--- src/rtl/pwm_compare_stage.sv ---
// PWM compare stage: turns a modulus counter's count into a PWM waveform, with a
// double-buffered duty value. Define PWM_PERIOD_COUNT_EN to add the 16-bit period_count output.
module pwm_compare_stage #(
  parameter int BITS = 4
) (
  input  logic            clk,
  input  logic            reset,
  input  logic            count_en,
  input  logic [BITS-1:0] count_in,
  input  logic [BITS-1:0] period_in,
  input  logic [BITS-1:0] duty_data,
  input  logic            duty_valid,
  output logic            duty_ready,
  output logic            pwm_out,
  output logic            period_tick,
  output logic [BITS-1:0] duty_active
`ifdef PWM_PERIOD_COUNT_EN
  ,
  output logic [15:0]     period_count
`endif
);

  logic [BITS-1:0] shadow;
  logic            shadow_full;
  logic            wrap;
  logic            xfer;

  // Ready also drops while reset is asserted, so a write offered during reset is never taken.
  assign duty_ready = !shadow_full && !reset;
  assign xfer       = duty_valid && duty_ready;
  assign wrap       = count_en && (count_in == period_in);

  // NOTE: non-blocking assignments throughout this block. The compare must see the
  // duty_active value from before this edge, even though the same edge may reload it.
  always_ff @(posedge clk) begin
    if (reset) begin
      duty_active <= '0;
      shadow      <= '0;
      shadow_full <= 1'b0;
      pwm_out     <= 1'b0;
      period_tick <= 1'b0;
    end else begin
      // A transfer can only happen while shadow is empty, so these branches never collide.
      if (wrap && shadow_full) begin
        duty_active <= shadow;
        shadow_full <= 1'b0;
      end else if (xfer) begin
        shadow      <= duty_data;
        shadow_full <= 1'b1;
      end

      if (count_en) pwm_out <= (count_in < duty_active);
      period_tick <= wrap;
    end
  end

`ifdef PWM_PERIOD_COUNT_EN
  always_ff @(posedge clk) begin
    if (reset)     period_count <= '0;
    else if (wrap) period_count <= period_count + 16'd1;
  end
`endif

endmodule

--- config.mk ---
export PLATFORM = sky130hd
export DESIGN_NAME = pwm_compare_stage
export DESIGN_NICKNAME = d
export VERILOG_FILES = /design/src/rtl/pwm_compare_stage.sv
export SDC_FILE = /design/constraint.sdc
export NUM_CORES = 1
export LEC_CHECK = 0
export BUFFER_PORTS_ARGS = -buffer_cell sky130_fd_sc_hd__buf_2
export CORE_ASPECT_RATIO = 0.8
export CORE_MARGIN = 2
export CORE_UTILIZATION = 30
export DETAILED_ROUTE_END_ITERATION = 6
export PLACE_DENSITY = 0.6
export REMOVE_ABC_BUFFERS = 1
export SKIP_CTS_REPAIR_TIMING = 1
export SLEW_MARGIN = 30
export SYNTH_ARGS = -nofsm -noshare
export SYNTH_HDL_FRONTEND = slang
export SYNTH_SLANG_ARGS = --single-unit
--- constraint.sdc ---
create_clock -name clk -period 1.65 [get_ports clk]
set_input_delay 0.33 -clock clk [delete_from_list [all_inputs] [get_ports clk]]
set_output_delay 0.33 -clock clk [all_outputs]
set_load 0.05 [all_outputs]
==> impl_metrics.toml, run 1 <==
[run_status]
outcome = "finished, final reports clean"

[synth]
synth_edf_count = 0
async_flop_share = 0
ys_seq_area_frac = 0.363
synth_seq_cells = 11
syn_avg_cell_area_um2 = 9.63
synthCells = 63
yosysUniqueCellTypes = 19
yosys_warnings = 0
synth_ff_type = "dfxtp_1"
netlist_area_um2 = 607

[power_and_ir_drop]
ir_drop_uv = 448
swShare = 0.279
combPwrFrac = 0.169
power.internal_w = 0.000407
clkPwrFrac = 0.333
power_density_nw_per_um2 = 745
finalPower_w = 0.000564
power_frac_seq = 0.498
p_sw_w = 0.000157
p_leak_nw = 0.345

[drt]
routed_via_density = 4.32
drtIter0Drc = 1
first_pass_iters = 2
wl_per_cell_um = 10.2
ant_nets = 0
wl_um = 1130
drc_errors = 0
vias = 479

[timing]
drv_slew = 0
worst_pin_slew_ns = 0.451
setup_tns_ns = 0
post-route-period-util = 0.790
min_period_ns = 1.30
rsz0062_at_grt = "false"
fmaxAchievable_ghz = 0.767
relSlewSlack = 0.697
setup_ws_ns = 0.347
hold_violations = 0
setup_viol = 0
skew_ns = 0.000226

[cells_and_area]
nets = 107
area_growth_pct = 24.7
drive_gt1_frac = 0.425
multiInputGateArea_um2 = 339
seq_area_um2 = 220
fillers = 204
n_antenna_cell = 0

[grt]
overflow = 0
grt_pass1_vias = 428
antenna_found_initial = 0
grt_pass1_wl_um = 1780
grt_max_degree = 17
grt_usage = 0.111

[worst_setup_path]
critical_path_required_ns = 1.32
arrival_ns = 0.97
end_kind = "output port"
crit_type = "flip-flop to output port"
cp-start-kind = "flip-flop"
crit_fanout = 4

[place]
place_congestion = 0.656
hpwl_um = 901
port_buffers = 22
preCtsSetupSlack_ns = 0.144

[clock_network]
cts_made_buffers = 3
cts-root-buf = "clkbuf_4"
clkSlewWorstSetupHoldPaths_ns = 0.07
cts_buffer_depth = 2
cts_max_level = 1
cts.sinks = 11
cts_tree = "yes"
clk_latency_ns = 0.27

[floorplan]
fp.dieH_um = 44.2
initial_utilization = 0.321
ioPinCount = 23
fp.dieArea_um2 = 2400
die_w_um = 54.3
coreArea_um2 = 1890
num_rows = 14

[min_path]
hold_path.class = "input port to flip-flop"

[flow_run]
cap_violations = 0
==> area by class of cell <==
class / count / share of cell area
multi-input combinational: 42 / 0.448
sequential: 11 / 0.291
tap: 24 / 0.0397
inverter: 8 / 0.0397
clock inverter: 1 / 0.00661
timing repair buffer: 22 / 0.145
clock buffer: 3 / 0.0298
==> per-stage QoR <==
step	cells	cell area (um^2)	utilization	hold slack, ns
finish	111	757	0.400	0.287
global route	111	757	0.400	0.313
CTS	111	757	0.400	0.280
detailed placement	107	729	0.386	0.477
global placement	107	729	0.386	0.467
floorplan	61	589	-	0.399
==> registers in the layout (all words and copies together) (netlist names) <==
signal / count
shadow_full: 1
period_tick: 1
pwm_out: 1
duty_active: 4
shadow: 4
==> power by group through the flow <==
stage	Combinational, W	Sequential, W	Clock [W]
floorplan	0.0000524	0.000294	0
global placement	0.0000941	0.000287	0
detailed placement	0.0000959	0.000287	0
CTS	0.0000963	0.000281	0.000198
global route	0.000106	0.000282	0.000213
finish	0.0000952	0.000281	0.000188
==> placed cells by master (no fill, tap or decap), drive strengths merged, types with 2 or more instances in the layout <==
cell	synthesis	final
clkbuf	2	3
inv	8	8
dfxtp	11	11
ha	3	3
or2b	10	10
buf	0	22
nor4	2	2
mux2i	9	9
nor2	8	8
a21oi	2	2
==> synth_stat cells, drive strengths merged (2+ instances only) <==
cell type | instances | area share
nor4 | 2 | 0.045
nor2 | 8 | 0.049
mux2i | 9 | 0.15
clkbuf | 2 | 0.029
inv | 8 | 0.049
a21oi | 2 | 0.016
or2b | 10 | 0.14
ha | 3 | 0.062
dfxtp | 11 | 0.36
==> cells by family after synthesis <==
family | after synthesis | share of synthesized area
adders and majority gates | 3 | 0.0619
buffers and inverters | 10 | 0.0783
xor gates and xnor gates | 1 | 0.0144
DFF | 11 | 0.363
muxes | 9 | 0.148
AOI/OAI and AO/OA | 6 | 0.0660
and+or+nand+nor | 23 | 0.268
==> layer usage <==
layer | share of wire | vias to the layer above | global-route usage
met1 | 0.50 | 197 | 0.144
met2 | 0.37 | 19 | 0.137
li1 | - | 258 | -
met4 | 0.027 | 0 | 0.0600
met5 | 0 | - | 0
met3 | 0.10 | 5 | 0.0709
==> final timing paths <==
path / start / endpoint / slack, ns / cells after the start
max: shadow_full$_SDFFE_PP0P_ / duty_ready / 0.35 / 2
min: duty_data[0] / shadow[0]$_SDFFE_PP0P_ / 0.29 / 3
max reg2reg: shadow_full$_SDFFE_PP0P_ / duty_active[2]$_SDFFE_PP0P_ / 0.42 / 3
min reg2reg: shadow[0]$_SDFFE_PP0P_ / shadow[0]$_SDFFE_PP0P_ / 0.49 / 2
==> critical path, cell delays in order (launching register included) <==
cell	delay [ns]
dfxtp_1	0.34
nor2_1	0.10
buf_2	0.26
Power figures use the tool's default switching activity.
==> run 2, diff against run 1 <==
clock period = 1.3 ns   (was 1.65 ns; I/O delays follow)
==> impl_metrics.toml, run 2 (synthesized netlist as in run 1, its figures left out) <==
[power_and_ir_drop]
finalPower_w = 0.000717
power_density_nw_per_um2 = 911
ir_drop_uv = 695
p_leak_nw = 0.365

[cells_and_area]
utilization = 0.416
nets = 111
top_regs = "duty_active x4, shadow x4"
drive_gt1_frac = 0.451
final_cell_mix = "buf_2 (22), dfxtp_1 (11), or2b_2 (10)"
area_growth_pct = 29.7
n_antenna_cell = 0
final_cells = 115
final_common_cell = "buf_2"

[worst_setup_path]
crit_fanout = 4
arrival_ns = 0.98
end_kind = "output port"
reg2reg_setup_slack_ns = 0.15
crit_type = "flip-flop to output port"
cp-start-kind = "flip-flop"
critical_path_required_ns = 1.04

[timing]
hold_violations = 0
relSlewSlack = 0.777
setup_ws_ns = 0.0625
rsz0062_at_grt = "false"
fmaxAchievable_ghz = 0.808
setup_viol = 0
post-route-period-util = 0.952
drv_slew = 0
worst_pin_slew_ns = 0.333
skew_ns = 0.00535
min_period_ns = 1.24

[grt]
grt_max_degree = 17
grt_pass1_vias = 435
overflow = 0
grt_usage = 0.103
antenna_found_initial = 0
grt_pass1_wl_um = 1770

[clock_network]
cts.sinks = 11
clkSlewWorstSetupHoldPaths_ns = 0.07
clk_latency_ns = 0.27
cts-root-buf = "clkbuf_4"
cts_made_buffers = 3
cts_tree = "yes"
cts_buffer_depth = 2
cts_max_level = 1

[floorplan]
num_rows = 14
fp.dieArea_um2 = 2400
coreArea_um2 = 1890
die_w_um = 54.3
fp.dieH_um = 44.2
initial_utilization = 0.321
ioPinCount = 23

[drt]
drtIter0Drc = 0
drc_errors = 0
ant_nets = 0
wl_per_cell_um = 9.74
routed_via_density = 4.23
vias = 486
first_pass_iters = 1
wl_um = 1120

[run_status]
outcome = "finished, final reports clean"

[place]
hpwl_um = 906
preCtsSetupSlack_ns = -0.0383
place_congestion = 0.654
port_buffers = 22
placed_cells = 111

[flow_run]
cap_violations = 0

[min_path]
hold_path.class = "input port to flip-flop"
run 2: layer usage:
layer,track usage,part of all wire,up-vias
li1,-,-,263
met1,0.137,0.49,205
met2,0.147,0.42,18
met3,0.0507,0.095,0
met4,0.0300,0,0
met5,0,0,-
run 2: critical path, cell delays in order, from the launching register on:
cell,delay (ns)
dfxtp_1,0.34
nor2_1,0.10
buf_2,0.26
run 2: report_power, final:
part	switching [W]	internal [W]
clock network	0.000118	0.000114
registers	0.00000690	0.000349
logic	0.0000692	0.0000600
run 2: worst paths after layout:
path,start,end,cells past startpoint
max reg2reg,shadow_full$_SDFFE_PP0P_,duty_active[2]$_SDFFE_PP0P_,4
min reg2reg,shadow[1]$_SDFFE_PP0P_,shadow[1]$_SDFFE_PP0P_,2
max,shadow_full$_SDFFE_PP0P_,duty_ready,2
min,duty_data[1],shadow[1]$_SDFFE_PP0P_,3
run 2: final cells by class:
cell class | instances | area (um^2)
Inverter | 8 | 30.0
Fill cell | 207 | 1100
Multi-Input combinational cell | 42 | 339
Tap cell | 24 | 30.0
Sequential cell | 11 | 220
Clock inverter | 1 | 5.00
Clock buffer | 3 | 22.5
Timing Repair Buffer | 26 | 140
run 2: through the flow:
stage | setup TNS [ns] | hold slack, ns | instance area [um^2]
4_1_cts | 0 | 0.209 | 787
3_3_place_gp | -0.0683 | 0.468 | 759
5_1_grt | 0 | 0.235 | 787
3_5_place_dp | -0.142 | 0.478 | 759
6_report | 0 | 0.224 | 787
2_1_floorplan | -0.0675 | 0.329 | 589
